`config.mk`:
```
export PLATFORM = sky130hd
export DESIGN_NAME = tiny_cpu_ctrl
export DESIGN_NICKNAME = d
export VERILOG_FILES = /design/src/rtl/tiny_cpu_pkg.sv /design/src/rtl/tiny_cpu_regfile.sv /design/src/rtl/tiny_cpu_ctrl.sv
export SDC_FILE = /design/constraint.sdc
export NUM_CORES = 1
export LEC_CHECK = 0
export ABC_AREA = 1
export BUFFER_PORTS_ARGS = -buffer_cell sky130_fd_sc_hd__buf_2
export CORE_UTILIZATION = 35
export DETAILED_ROUTE_END_ITERATION = 10
export PLACE_DENSITY = 0.51
export SYNTH_ARGS = -nofsm -noshare
export SYNTH_HDL_FRONTEND = slang
export SYNTH_SLANG_ARGS = --single-unit
```
`constraint.sdc`:
```
create_clock -name clk -period 2.2 [get_ports clk]
set_input_delay 0.33 -clock clk [delete_from_list [all_inputs] [get_ports clk]]
set_output_delay 0.33 -clock clk [all_outputs]
set_load 0.005 [all_outputs]
```
`src/rtl/tiny_cpu_pkg.sv`:
```
// Shared definitions for the TinyCPU control slice: ALU opcodes, instruction
// op codes, instruction field positions and the sequencer state encoding.
package tiny_cpu_pkg;

   // ALU opcode encoding (instruction bits [14:12] when op[3] == 0)
   localparam logic [2:0] ALU_ADD = 3'b000;
   localparam logic [2:0] ALU_SUB = 3'b001;
   localparam logic [2:0] ALU_AND = 3'b010;
   localparam logic [2:0] ALU_OR  = 3'b011;
   localparam logic [2:0] ALU_XOR = 3'b100;
   localparam logic [2:0] ALU_NOT = 3'b101;
   localparam logic [2:0] ALU_SHL = 3'b110;
   localparam logic [2:0] ALU_SHR = 3'b111;

   // Non-ALU instruction op codes; 1011..1110 are NOPs
   localparam logic [3:0] OP_LDI  = 4'b1000;
   localparam logic [3:0] OP_JZ   = 4'b1001;
   localparam logic [3:0] OP_JMP  = 4'b1010;
   localparam logic [3:0] OP_HALT = 4'b1111;

   // Instruction field bit positions
   localparam int OP_HI    = 15;
   localparam int OP_LO    = 12;
   localparam int ALUOP_HI = 14;
   localparam int ALUOP_LO = 12;
   localparam int RD_HI    = 11;
   localparam int RD_LO    = 10;
   localparam int RS_HI    = 9;
   localparam int RS_LO    = 8;
   localparam int IMM_HI   = 7;
   localparam int IMM_LO   = 0;

   typedef enum logic [1:0] {
      ST_FETCH = 2'd0,
      ST_EXEC  = 2'd1,
      ST_WB    = 2'd2,
      ST_HALT  = 2'd3
   } state_e;

   // An op with the top bit clear is an ALU instruction
   function automatic logic is_alu_op(input logic [3:0] op);
      return (op[3] == 1'b0);
   endfunction

endpackage

```
`src/rtl/tiny_cpu_regfile.sv`:
```
// 4x8 register file: two asynchronous read ports, one synchronous write
// port, asynchronous active-low reset; R0 is exported for the program output.
module tiny_cpu_regfile
   import tiny_cpu_pkg::*;
#(
   parameter int NUM_REGS = 4
) (
   input  logic       clk,
   input  logic       rst_n,
   input  logic [1:0] raddr_a,
   input  logic [1:0] raddr_b,
   output logic [7:0] rdata_a,
   output logic [7:0] rdata_b,
   input  logic       we,
   input  logic [1:0] waddr,
   input  logic [7:0] wdata,
   output logic [7:0] r0
);

   logic [7:0] regs_q [NUM_REGS];
   logic [7:0] regs_d [NUM_REGS];

   // Next register contents: only the addressed entry changes on a write
   always_comb begin
      regs_d = regs_q;
      if (we) begin
         regs_d[waddr] = wdata;
      end else begin
         regs_d = regs_q;
      end
   end

   // Register storage with asynchronous clear
   always_ff @(posedge clk or negedge rst_n) begin
      if (!rst_n) begin
         for (int i = 0; i < NUM_REGS; i++) begin
            regs_q[i] <= 8'h00;
         end
      end else begin
         regs_q <= regs_d;
      end
   end

   assign rdata_a = regs_q[raddr_a];
   assign rdata_b = regs_q[raddr_b];
   assign r0      = regs_q[0];

endmodule

```
`src/rtl/tiny_cpu_ctrl.sv`:
```
// TinyCPU multi-cycle sequencer: FETCH -> EXEC -> WB per instruction, HALT is
// terminal. Owns PC, IR, Z flag and the register file; drives the external ALU.
// Optional single-step mode is enabled by defining TINYCPU_SINGLE_STEP_EN,
// which adds the step input.
module tiny_cpu_ctrl
   import tiny_cpu_pkg::*;
#(
   parameter logic [7:0] RESET_PC = 8'h00,
   parameter int         NUM_REGS = 4
) (
   input  logic        clk,
   input  logic        rst_n,
`ifdef TINYCPU_SINGLE_STEP_EN
   input  logic        step,
`endif
   output logic        imem_req,
   output logic [7:0]  imem_addr,
   input  logic        imem_valid,
   input  logic [15:0] imem_rdata,
   output logic [7:0]  alu_operand_a,
   output logic [7:0]  alu_operand_b,
   output logic [2:0]  alu_opcode,
   input  logic [7:0]  alu_result,
   input  logic        alu_zero,
   output logic [7:0]  r0_out,
   output logic        halted
);

   state_e      state_q, state_d;
   logic [7:0]  pc_q, pc_d;
   logic [15:0] ir_q, ir_d;
   logic        z_q, z_d;
   logic [7:0]  res_q, res_d;
   logic        res_zero_q, res_zero_d;
   logic        req_q, req_d;
   logic        halted_q, halted_d;
`ifdef TINYCPU_SINGLE_STEP_EN
   logic        armed_q, armed_d;
`endif

   logic        accept_s;
   logic [3:0]  op_s;
   logic [7:0]  imm_s;
   logic        rf_we_s;
   logic [7:0]  rf_wdata_s;

   // req is only ever high in FETCH, so req & valid is a fetch handshake
   assign accept_s = req_q & imem_valid;
   assign op_s     = ir_q[OP_HI:OP_LO];
   assign imm_s    = ir_q[IMM_HI:IMM_LO];

   tiny_cpu_regfile #(.NUM_REGS(NUM_REGS)) u_regfile (
      .clk     (clk),
      .rst_n   (rst_n),
      .raddr_a (ir_q[RD_HI:RD_LO]),
      .raddr_b (ir_q[RS_HI:RS_LO]),
      .rdata_a (alu_operand_a),
      .rdata_b (alu_operand_b),
      .we      (rf_we_s),
      .waddr   (ir_q[RD_HI:RD_LO]),
      .wdata   (rf_wdata_s),
      .r0      (r0_out)
   );

   // Sequencer next-state, datapath updates and next values of registered outputs
   always_comb begin
      state_d    = state_q;
      pc_d       = pc_q;
      ir_d       = ir_q;
      z_d        = z_q;
      res_d      = res_q;
      res_zero_d = res_zero_q;
      rf_we_s    = 1'b0;
      rf_wdata_s = res_q;
      case (state_q)
         ST_FETCH: begin
            if (accept_s) begin
               ir_d    = imem_rdata;
               state_d = ST_EXEC;
            end else begin
               state_d = ST_FETCH;
            end
         end
         ST_EXEC: begin
            res_d      = alu_result;
            res_zero_d = alu_zero;
            state_d    = ST_WB;
         end
         ST_WB: begin
            state_d = ST_FETCH;
            pc_d    = pc_q + 8'd1;
            if (is_alu_op(op_s)) begin
               rf_we_s    = 1'b1;
               rf_wdata_s = res_q;
               z_d        = res_zero_q;
            end else begin
               case (op_s)
                  OP_LDI: begin
                     rf_we_s    = 1'b1;
                     rf_wdata_s = imm_s;
                  end
                  OP_JZ: begin
                     if (z_q) begin
                        pc_d = imm_s;
                     end else begin
                        pc_d = pc_q + 8'd1;
                     end
                  end
                  OP_JMP: begin
                     pc_d = imm_s;
                  end
                  OP_HALT: begin
                     pc_d    = pc_q;
                     state_d = ST_HALT;
                  end
                  default: begin
                     pc_d = pc_q + 8'd1;
                  end
               endcase
            end
         end
         ST_HALT: begin
            state_d = ST_HALT;
         end
         default: begin
            state_d = ST_FETCH;
         end
      endcase

`ifdef TINYCPU_SINGLE_STEP_EN
      // A step is only captured while idling in FETCH; it is consumed by the fetch
      if ((state_q == ST_FETCH) && !armed_q && step) begin
         armed_d = 1'b1;
      end else if (accept_s) begin
         armed_d = 1'b0;
      end else begin
         armed_d = armed_q;
      end
      req_d = (state_d == ST_FETCH) && armed_d;
`else
      req_d = (state_d == ST_FETCH);
`endif
      halted_d = (state_d == ST_HALT);
   end

   // Sequencer state and registered outputs
   always_ff @(posedge clk or negedge rst_n) begin
      if (!rst_n) begin
         state_q    <= ST_FETCH;
         pc_q       <= RESET_PC;
         ir_q       <= 16'h0000;
         z_q        <= 1'b0;
         res_q      <= 8'h00;
         res_zero_q <= 1'b0;
         req_q      <= 1'b0;
         halted_q   <= 1'b0;
`ifdef TINYCPU_SINGLE_STEP_EN
         armed_q    <= 1'b0;
`endif
      end else begin
         state_q    <= state_d;
         pc_q       <= pc_d;
         ir_q       <= ir_d;
         z_q        <= z_d;
         res_q      <= res_d;
         res_zero_q <= res_zero_d;
         req_q      <= req_d;
         halted_q   <= halted_d;
`ifdef TINYCPU_SINGLE_STEP_EN
         armed_q    <= armed_d;
`endif
      end
   end

   assign imem_req   = req_q;
   assign imem_addr  = pc_q;
   assign alu_opcode = ir_q[ALUOP_HI:ALUOP_LO];
   assign halted     = halted_q;

endmodule

```
==> summary.txt <==
Status
  • Outcome: finished with violations
  • Failing checks: negative hold slack

Clock network
  • Later-pin clock latency in the skew report: 0.34 ns
  • TritonCTS buffer count: 9
  • Setup bufs post-CTS: 0
  • Hold buffers post-CTS: 0
  • Clk root buf: clkbuf_8
  • H-Tree Level Count: 3
  • Post-CTS Resized: 0
  • Maximum clock insertion buffer count: 2
  • CTS tree: done
  • Clk sinks: 70
  • Worst-path clk slew: approximately 0.070 ns

Drt
  • Pre-Repair DR Iteration Count: 5
  • Antenna-violating nets left: 0
  • Via count: approximately 3.3k
  • Via density: 4.79
  • Routed WL per cell: around 15 µm
  • # DRC: 0
  • DR iter-0 viols: about 190
  • Final WL: just over 10 mm

Cells and area
  • Fillcell total: 1027
  • Share of layout cells above drive strength 1: around a fifth
  • Synthesis-to-layout area growth: 16.3%
  • # nets final: slightly below 600
  • Diodes inserted: 0
  • Non-Filler Instances: 689
  • Register area: about 0.0018 mm²
  • Area of the multi-input gates: about 0.0016 mm²

Floorplan
  • Core area: approximately 0.010 mm²
  • Die ar.: about 0.011 mm²
  • Num rows: 36
  • Initial Utilization: between 30% and 40%
  • Die Height: 104 µm
  • Die Wd: approximately 100 µm
  • IO Pins: 65

STA
  • Setup violators final: 0
  • Rel. slew slack: between 40% and 50%
  • Clock skew: 0.00792 ns
  • Final worst path period share: between 90% and 100%
  • Post-Route Setup TNS: 0 ns
  • Fmax: around 480 MHz
  • Final Max Tran Viols: 0
  • RSZ-0062 raised after global routing: no
  • Hold Fails Final Rpt: 2
  • Slew @ Worst Pin: ~0.83 ns
  • Min Tclk post-route: 2.07 ns
  • Hold WS: -0.00627 ns

Critical path
  • Top fanout value on the critical path: 9
  • Worst setup SP type: flop
  • WS Path Type: reg2out
  • CP startpoint: ir_q[11]
  • Arr. time, crit path: between 1.5 and 2 ns
  • CP required: around 1.9 ns
  • Crit end category: primary output
  • RR Startpoint: ir_q[15]

Placement
  • HPWL after DPL: roughly 7 mm
  • Placed cell count: between 600 and 700
  • Number of port buffers: 64
  • GP Congestion: between 0.8 and 0.9

Logic synthesis
  • Synth Area per Inst: roughly 7.4 µm²
  • Yosys reg bits: 70
  • Synth warn: 0
  • Synth Cell Area: 0.00366 mm²
  • Synthesized instance count: between 400 and 500
  • Sequential fraction of the synthesis area: between 40% and 50%
  • Syn nets: between 500 and 600
  • Unique masters post-synth: 26

Global route
  • First-pass GRT wire length: 16.8 mm
  • Vias in the first global route: ~3.2k
  • Largest net degree at the start of global routing: 71
  • Antenna violations before repair: 0
  • All-Layer GR Usage: 19.7%
  • Aggregate global routing overflow: 0

Power
  • Leak: 2.41 nW
  • VDD IR max: between 0.2 and 0.3 mV
  • PwrDens: roughly 570 mW/mm²

Run
  • Max-Cap Viols: 0

Min path
  • HP Class: in2async
[flip-flops by register name (all words and copies together), names as in the netlist]
name and count:
ir_q 16, u_regfile.r0 8, imem_addr 8, state_q 2, imem_req 1, res_zero_q 1, res_q 8, u_regfile.regs_q 24
halted 1, z_q 1
[synth_stat cells]
cell type / instances / area share (%)
nor2_2: 3 / 0.51
ha_1: 1 / 0.34
inv_2: 1 / 0.10
o21ai_2: 8 / 1.9
nand3_4: 1 / 0.48
nand4_1: 1 / 0.17
clkinv_2: 1 / 0.14
o21bai_1: 1 / 0.20
dfrtp_1: 70 / 48
nor3_1: 1 / 0.14
a21oi_1: 16 / 2.2
clkinv_4: 3 / 0.72
nand3_1: 19 / 2.6
inv_1: 31 / 3.2
nand2_4: 5 / 1.5
o21ai_0: 24 / 3.3
buf_4: 11 / 2.3
buf_2: 1 / 0.14
nor2_4: 1 / 0.31
clkinv_1: 2 / 0.20
nand2_1: 205 / 21
clkbuf_1: 6 / 0.61
buf_6: 1 / 0.31
a22oi_1: 12 / 2.5
nor2_1: 59 / 6.0
o22ai_1: 8 / 1.4
[cells in the final DEF, fill, tap and decap left out, drive strengths merged]
cell type,instances
nand2,210
dfrtp,70
buf,68
nor2,63
inv,32
o21ai,32
nand3,20
a21oi,16
a22oi,12
clkbuf,11
o22ai,8
clkinv,8
nor3,1
o21bai,1
nand4,1
ha,1
clkinvlp,1
bufinv,1
[worst paths after layout]
kind	to	depth (start not counted)	slack (ns)
worst max-delay path	alu_operand_a[2]	5	0.13
worst min-delay path	imem_addr[0]	2	-0.006
worst max register to register	imem_addr[2]	6	0.45
worst min register to register	res_q[7]	2	0.48
max in group asynchronous	ir_q[1]	2	1.89
min in group clk	res_q[2]	3	0.19
[power breakdown]
part | internal (mW) | switching (mW) | total, mW
logic | 0.0287 | 0.0533 | 0.0820
registers | 1.29 | 0.00526 | 1.30
clock network | 0.546 | 0.488 | 1.03
[metal layers]
| metal | track usage [%] | vias to the layer above | wire, µm |
|---|---|---|---|
| li1 | - | 1670 | - |
| met1 | 28.9 | 1509 | 5030 |
| met2 | 29.3 | 102 | 4460 |
| met3 | 2.76 | 18 | 479 |
| met4 | 7.04 | 0 | 152 |
| met5 | 0 | - | 0 |
[kinds of logic after synthesis]
group | synth area share, %
AND/OR/NAND/NOR | 32.8
flip-flops | 47.8
AO/OA/AOI/OAI | 11.4
buffers and inverters | 7.65
adder cells (fa/ha/maj) | 0.341
[metrics by stage]
step	setup slack (ns)	power [mW]	hold WS [ns]	utilization (%)	area, µm²
floorplan	0.812	1.34	0.0344	-	3660
finish	0.131	2.42	-0.00627	42.8	4260
detailed placement	0.450	1.41	0.392	40.9	4070
global route	0.00323	2.50	0.0390	42.8	4260
CTS	0.104	2.45	0.0179	42.8	4260
global placement	0.463	1.41	0.391	40.9	4070
[area by class of cell]
class	instances	share of cell area, %
clock inverter	4	1.12
inverter	38	3.73
multi-input combinational	365	38.3
sequential	70	41.1
timing repair buffer	68	8.52
clock buffer	11	3.32
tap	133	3.91
[critical path, stage by stage, from the launching register on]
cell	delay, ns
dfrtp_1	0.42
nand2_1	0.09
clkinv_1	0.36
a22oi_1	0.31
nand2_1	0.09
buf_2	0.13
Note: power is estimated with default switching activity, not from simulation.
